`src/rtl/cpu_pkg.sv`:
```
// Shared constants for the 16-bit core: branch condition codes, flag bit
// positions, opcode encodings and the fetch-stage run/halt state.
package cpu_pkg;

  localparam logic [2:0] CC_NEQ    = 3'b000;
  localparam logic [2:0] CC_EQ     = 3'b001;
  localparam logic [2:0] CC_GT     = 3'b010;
  localparam logic [2:0] CC_LT     = 3'b011;
  localparam logic [2:0] CC_GTE    = 3'b100;
  localparam logic [2:0] CC_LTE    = 3'b101;
  localparam logic [2:0] CC_OVFL   = 3'b110;
  localparam logic [2:0] CC_UNCOND = 3'b111;

  localparam int unsigned FLAG_Z = 2;
  localparam int unsigned FLAG_V = 1;
  localparam int unsigned FLAG_N = 0;

  typedef enum logic [3:0] {
    OPC_ADD  = 4'h0,
    OPC_SUB  = 4'h1,
    OPC_XOR  = 4'h2,
    OPC_SLL  = 4'h3,
    OPC_SRA  = 4'h4,
    OPC_ROR  = 4'h5,
    OPC_PADD = 4'h6,
    OPC_RED  = 4'h7,
    OPC_LW   = 4'h8,
    OPC_SW   = 4'h9,
    OPC_LLB  = 4'hA,
    OPC_LHB  = 4'hB,
    OPC_B    = 4'hC,
    OPC_BR   = 4'hD,
    OPC_PCS  = 4'hE,
    OPC_HLT  = 4'hF
  } opcode_e;

  typedef enum logic {
    ST_RUN    = 1'b0,
    ST_HALTED = 1'b1
  } fetch_state_e;

endpackage

```
`src/rtl/branch_cond_eval.sv`:
```
// Evaluates a 3-bit branch condition code against registered {Z,V,N} flags.
module branch_cond_eval
  import cpu_pkg::*;
(
  input  logic [2:0] cond,
  input  logic [2:0] flags,
  output logic       cond_true
);

  logic z;
  logic v;
  logic n;

  assign z = flags[FLAG_Z];
  assign v = flags[FLAG_V];
  assign n = flags[FLAG_N];

  always_comb begin
    cond_true = 1'b0;
    case (cond)
      CC_NEQ:    cond_true = ~z;
      CC_EQ:     cond_true = z;
      CC_GT:     cond_true = ~z & ~n;
      CC_LT:     cond_true = n;
      CC_GTE:    cond_true = z | ~n;
      CC_LTE:    cond_true = n | z;
      CC_OVFL:   cond_true = v;
      CC_UNCOND: cond_true = 1'b1;
      default:   cond_true = 1'b0;
    endcase
  end

endmodule

```
`src/rtl/pc_fetch_ctrl.sv`:
```
// PC register, flag register and next-PC/branch resolution for the 16-bit core.
// Optional performance counters are enabled by defining PC_PERF_CNT_EN.
module pc_fetch_ctrl
  import cpu_pkg::*;
#(
  parameter int unsigned             PC_WIDTH = 16,
  parameter logic [PC_WIDTH-1:0]     RESET_PC = 16'h0000
) (
  input  logic                clk,
  input  logic                rst,
  input  logic                stall,
  input  logic                halt,
  input  logic                BEn,
  input  logic                Br,
  input  logic [2:0]          cond,
  input  logic [8:0]          imm9,
  input  logic [PC_WIDTH-1:0] rs_data,
  input  logic                alu_z,
  input  logic                alu_v,
  input  logic                alu_n,
  input  logic                flag_we_z,
  input  logic                flag_we_vn,
  output logic [PC_WIDTH-1:0] pc,
  output logic [PC_WIDTH-1:0] pc_plus2,
  output logic                br_taken,
  output logic [2:0]          flags,
  output logic                halted
`ifdef PC_PERF_CNT_EN
  ,
  output logic [15:0]         instr_cnt,
  output logic [15:0]         taken_cnt
`endif
);

  fetch_state_e        state_q;
  fetch_state_e        state_d;
  logic [PC_WIDTH-1:0] pc_q;
  logic [PC_WIDTH-1:0] pc_d;
  logic [2:0]          flags_q;
  logic [2:0]          flags_d;
  logic [PC_WIDTH-1:0] br_offset;
  logic                cond_true;

  branch_cond_eval u_cond (
    .cond      (cond),
    .flags     (flags_q),
    .cond_true (cond_true)
  );

  assign halted   = (state_q == ST_HALTED);
  assign pc       = pc_q;
  assign flags    = flags_q;
  assign pc_plus2 = pc_q + PC_WIDTH'(2);
  assign br_taken = BEn & cond_true & ~halted;

  // Word offset: sign-extend imm9 and scale by two in one concatenation.
  assign br_offset = {{(PC_WIDTH-10){imm9[8]}}, imm9, 1'b0};

  always_comb begin
    state_d = state_q;
    pc_d    = pc_q;
    flags_d = flags_q;

    if (halted || halt) begin
      state_d = ST_HALTED;
    end else if (!stall) begin
      if (br_taken && Br)
        pc_d = rs_data;
      else if (br_taken)
        pc_d = pc_plus2 + br_offset;
      else
        pc_d = pc_plus2;
    end

    // Flags written here are only seen by the branch of a later instruction.
    if (!stall && !halted) begin
      if (flag_we_z)
        flags_d[FLAG_Z] = alu_z;
      if (flag_we_vn) begin
        flags_d[FLAG_V] = alu_v;
        flags_d[FLAG_N] = alu_n;
      end
    end
  end

  always_ff @(posedge clk or posedge rst) begin
    if (rst) begin
      state_q <= ST_RUN;
      pc_q    <= RESET_PC;
      flags_q <= '0;
    end else begin
      state_q <= state_d;
      pc_q    <= pc_d;
      flags_q <= flags_d;
    end
  end

`ifdef PC_PERF_CNT_EN
  logic instr_inc;
  logic taken_inc;

  assign instr_inc = ~stall & ~halted;
  assign taken_inc = br_taken & ~stall;

  always_ff @(posedge clk or posedge rst) begin
    if (rst) begin
      instr_cnt <= '0;
      taken_cnt <= '0;
    end else begin
      if (instr_inc && (instr_cnt != '1))
        instr_cnt <= instr_cnt + 16'd1;
      if (taken_inc && (taken_cnt != '1))
        taken_cnt <= taken_cnt + 16'd1;
    end
  end
`endif

endmodule

```
`config.mk`:
```
export PLATFORM = sky130hd
export DESIGN_NAME = pc_fetch_ctrl
export DESIGN_NICKNAME = d
export VERILOG_FILES = /design/src/rtl/cpu_pkg.sv /design/src/rtl/branch_cond_eval.sv /design/src/rtl/pc_fetch_ctrl.sv
export SDC_FILE = /design/constraint.sdc
export NUM_CORES = 1
export LEC_CHECK = 0
export CAP_MARGIN = 30
export CORE_MARGIN = 3
export CORE_UTILIZATION = 45
export CTS_CLUSTER_SIZE = 20
export DETAILED_ROUTE_END_ITERATION = 10
export GPL_ROUTABILITY_DRIVEN = 0
export HOLD_SLACK_MARGIN = 0.06
export PLACE_DENSITY_LB_ADDON = 0.2
export SLEW_MARGIN = 20
export SYNTH_ARGS = -nofsm -noshare
export SYNTH_HDL_FRONTEND = slang
export SYNTH_SLANG_ARGS = --single-unit
```
`constraint.sdc`:
```
create_clock -name clk -period 3.83 [get_ports clk]
set_clock_uncertainty 0.15 [all_clocks]
set_input_delay 0.383 -clock clk [delete_from_list [all_inputs] [get_ports clk]]
set_output_delay 0.383 -clock clk [all_outputs]
set_load 0.005 [all_outputs]
```
Word level (Yosys, flattened, before mapping)
Cells that the tools add are included.
{"block": "op_classes", "bitwise": 10, "add_sub_neg": 2, "muxes": 3, "n_eq_ne": 7, "n_reduce_logical": 9}
{"op": "$mux W16", "n": 2}
{"op": "$add A16 B16 Y16", "n": 1}
{"op": "$add A16 B2 Y16 const B", "n": 1}
{"op": "$eq A3 B3 Y1 const B", "n": 4}
{"op": "$pmux W1 S8", "n": 1}
{"op": "$eq A3 B2 Y1 const B", "n": 2}
{"op": "$reduce_and A2 Y1", "n": 3}
{"op": "$not A1 Y1", "n": 5}
{"op": "$and A1 B1 Y1", "n": 3}
{"op": "$eq A3 B1 Y1 const B", "n": 1}
{"op": "$logic_not A3 Y1", "n": 1}
{"op": "$logic_and A1 B1 Y1", "n": 2}
{"op": "$logic_not A1 Y1", "n": 2}
{"op": "$or A1 B1 Y1", "n": 2}
{"op": "$logic_or A1 B1 Y1", "n": 1}
{"block": "word_totals", "ff_bits": 20, "out_inout_bits": 37}

Logic depth before layout (Yosys ltp)
{"block": "logic_depth", "depth_word": 7, "ltp_mapped": 12, "mapped_depth_nobuf": 12}

Modules after synthesis
From an unflattened synthesis, not the netlist that was laid out.
{"block": "hier_totals", "hier_cells": 250, "area_unflattened_um2": 2033.2}
{"mod": "pc_fetch_ctrl", "cells_per_inst": 239, "n_inst": 1, "area_each_um2": 1956.9}
{"mod": "branch_cond_eval", "cells_per_inst": 11, "n_inst": 1, "area_each_um2": 76.3}

Least setup slack after synthesis
No wires, ideal clock.
{"block": "synth_timing", "path_kind": "reg-to-reg", "start": "register pc_q[1] (netlist: pc[1])", "end": "register pc_q[15] (netlist: pc[15])", "n_path_buf": 1, "path_stages_with_launch": 13, "t_arrival_ns": 2.757, "required_time_ns": 3.557, "path_slack_ns": 0.800, "setup_ns": 0.123, "path_cell_list": "dfrtp_1 ha_1 and3_2 nand3_1 xnor2_1 ha_1 clkbuf_1 o21a_1 o211ai_1 a31oi_1 o31a_1 xnor2_1 o221a_2"}
{"block": "synth_between", "elab_chain_len": 4}
{"item": "from (decl)", "line": "pc_fetch_ctrl.sv:37", "source": "logic [PC_WIDTH-1:0] pc_q;"}
{"item": "from (signal assigned)", "line": "pc_fetch_ctrl.sv:93", "source": "pc_q <= pc_d;"}
{"item": "$add A16 B2 Y16", "line": "pc_fetch_ctrl.sv:53", "source": "assign pc_plus2 = pc_q + PC_WIDTH'(2);"}
{"item": "named net pc_plus2[7]", "line": "pc_fetch_ctrl.sv:24", "source": "output logic [PC_WIDTH-1:0] pc_plus2,"}
{"item": "$add A16 B16 Y16", "line": "pc_fetch_ctrl.sv:70", "source": "pc_d = pc_plus2 + br_offset;"}
{"item": "$mux W16", "line": "pc_fetch_ctrl.sv:69", "source": "else if (br_taken)"}
{"item": "$mux W16", "line": "pc_fetch_ctrl.sv:67", "source": "if (br_taken && Br)"}
The timed path passes the listed nets, and every way through them passes these cells.
A chain may end at the register's enable or synchronous reset.

Worst setup path after layout
{"block": "layout_timing", "start": "register pc_q[1] (netlist: pc[1])", "end": "register pc_q[15] (netlist: pc[15])"}
{"block": "layout_between", "elab_chain_len": 4}
{"item": "$add A16 B2 Y16 (*)", "line": "pc_fetch_ctrl.sv:53"}
{"item": "$add A16 B16 Y16", "line": "pc_fetch_ctrl.sv:70"}
{"item": "$mux W16 (*)", "line": "pc_fetch_ctrl.sv:69"}
{"item": "$mux W16 (*)", "line": "pc_fetch_ctrl.sv:67"}
Mark *: on every way between the ends. The rest lies on a longest branch, timed or not.

==> reports/results.ini <==
[logic_synthesis]
synthAdderAreaFrac_pct=10.9
ys_async_sr_fraction_pct=100
synth.ff_latch_count=20
synth.distinct_cells=61
synth-xor-area-share_pct=7.76
syn_area_per_cell_um2=8.07
synth-edff-count=0
synth-simple-area-share_pct=22.8
synthFlopType=dfrtp_1
yosys_warnings=0
synth_mux_area_share_pct=3.27
netlist_instances=280
syn_area_um2=2260
synth_top_family_by_area=compound AO/OA/AOI/OAI gates
synth_compound_area_share_pct=28.6
synth.net_count=338
seq_area_frac_synth_pct=22.2

[hold_path]
hold_depth=1
min_from=pc[0]
min_to=pc[0]
hp-class=reg2reg

[cts]
cts_buffers=3
post_cts_resized=0
cts_hold_buf=0
clk_latency_ns=0.26
h-tree-depth=1
cts_setup_buffers=0
cts.path.max_buffers=2
root_buffer=clkbuf_8
clk_pin_slew_ns=0.08
tritoncts=done
cts_sinks=20

[routing]
drcViolationCount=0
ant_nets=0
wl_met3_um=496
dr.pass1.iters=4
highest_layer=met4
vias=2437
avgViaCountPerCell=5.83
wl_per_cell_um=16.2
routed_wl_um=6770
met1_length_um=3090
drt-initial-drc-count=143
dr_wl_met2_um=3110

[worst_setup_path]
path_cells=ha_1 > nand3_4 > nor2_1 > nand4_1 > xnor2_1 > ha_1 > o21ai_0 > a21oi_1 > or2_2 > o31a_1 > xnor2_1 > o221a_2
cp_max_fo=6
end_kind=flop
crit_path_start_kind=flop
cpMaxStageDelayCell=xnor2_1
crit_path_start=pc[1]
rr_worst_depth=12
worstSetupPathType=reg2reg
reg2reg_to=pc[15]
max_stage_delay_ns=0.46
cp_data_arrival_time_ns=3.39
critPathRequiredTime_ns=3.83
rrSetupSlack_ns=0.44
reg2reg_from=pc[1]

[timing]
timing.setup.tns_ns=0
maxSlewViolCount=0
tightest_slew_ns=0.807
fin_crit_ns=3.39
final-setup-viol-count=0
rsz0062_at_grt=no
setup_ws_ns=0.440
finalCritPeriodShare_pct=88.5
finalHoldViolations=0
max_clock_freq_mhz=295
slew_headroom_pct=46.1

[power_and_ir_drop]
leakagePower_uw=0.00129
power_uw=678
ir_worst_vdd_mv=0.115
power_frac_seq_pct=36.0
p_int_uw=449
power.switching_uw=230
switching_share_pct=33.9
pwr-share-comb_pct=42.9
pwr-share-clk_pct=21.0
power_density_nw_per_um2=219

[grt]
track_usage_pct=22.9
grt_max_degree=23
grt_overflow=0
first_global_vias=2345
antenna_found_initial=0
grt_pass1_wl_um=11200

[floorplan]
chipWidth_um=76.8
num_rows=25
coreArea_um2=4790
dieArea_um2=5900
ios=76
start_util_pct=47.2
die-height_um=76.8

[finish]
antenna_cells=0
drive_above_1_share_pct=5.41
nets=411
syn2layout_area_growth_pct=37.2

[outcome]
status=finished clean

[placed_design]
post-place-ws_ns=0.504
placement.io_buffers=75
hpwl_um=5280

[run]
cap_violations=0

## layout by cell type (no fill, tap or decap), types with 5 or more instances in the layout
cell             instances
clkdlybuf4s50_1         75
o31ai_1                  5
nand2_1                 30
xnor2_1                 14
nor2_1                  12
or3_1                    5
nor3_1                   7
nand3_1                  8
dfrtp_1                 20
o21ai_0                 26
inv_1                   13
nand4_1                  5
xor2_1                   6
ha_1                    18
a21o_1                   7
a21oi_1                 22
## worst max-delay path, delay by kind of cell (launching register included)
| kind | cells | cell delay, ns |
|---|---|---|
| adders and majority gates | 2 | 0.70 |
| DFF | 1 | 0.45 |
| and+or+nand+nor | 4 | 0.74 |
| AOI/OAI and AO/OA | 4 | 0.65 |
| xor gates and xnor gates | 2 | 0.59 |
## sequential cells by signal, summed over array words and instances, names as in the netlist
signal	cells
halted	1
pc	16
flags	3
## layout make-up
type                            instances  area, um2
Timing Repair Buffer                   77        766
Multi-Input combinational cell        237       1660
Sequential cell                        20        500
Clock buffer                            3       41.3
Fill cell                             424       1690
Tap cell                               67       83.8
Inverter                               14       52.6
## cell families after synthesis
logic type,after synthesis
AOI/OAI and AO/OA,97
xor gates and xnor gates,20
adders and majority gates,19
buffers and inverters,23
DFF,20
muxes,7
and+or+nand+nor,94
## through the flow
step	instance area (um2)	hold slack (ns)	util (%)	cells
after floorplan	2260	0.197	-	280
after global placement	3060	0.362	63.9	415
after detailed placement	3060	0.374	63.9	415
after CTS	3100	0.391	64.8	418
after global routing	3100	0.415	64.8	418
final	3100	0.386	64.8	418
## power by group through the flow
stage | Clock (uW) | Combinational (uW) | Sequential (uW)
6_report | 143 | 291 | 245
4_1_cts | 144 | 290 | 244
3_5_place_dp | 0 | 288 | 249
5_1_grt | 150 | 320 | 247
2_1_floorplan | 0 | 157 | 246
3_3_place_gp | 0 | 286 | 247
## per-layer routing
layer / GRT usage, % / up-vias
met2: 36.1 / 96
met3: 5.52 / 8
li1: - / 1194
met1: 31.2 / 1139
met5: 0 / -
met4: 6.52 / 0
## Yosys cell counts (5+ instances only)
| library cell | instances | area share [%] |
|---|---|---|
| inv_1 | 13 | 2.2 |
| xnor2_1 | 14 | 5.4 |
| o21ai_0 | 26 | 5.8 |
| nor2_1 | 12 | 2.0 |
| nand4_1 | 5 | 1.4 |
| or3_1 | 5 | 1.4 |
| nand2_1 | 30 | 5.0 |
| nand3_1 | 8 | 1.8 |
| dfrtp_1 | 20 | 22 |
| xor2_1 | 6 | 2.3 |
| o31ai_1 | 5 | 1.7 |
| nor3_1 | 7 | 1.6 |
| a21o_1 | 7 | 2.3 |
| a21oi_1 | 22 | 4.9 |
| ha_1 | 18 | 10 |
## how the worst max path moves through the flow
stage / end / slack, ns / cells after the start
global route: pc[13] / 0.16 / 11
detailed placement: pc[15] / 0.50 / 12
CTS: pc[15] / 0.47 / 12
floorplan: pc[15] / 0.80 / 12
finish: pc[15] / 0.44 / 12
global placement: pc[15] / 0.55 / 11
(Power assumes the default switching activity.)
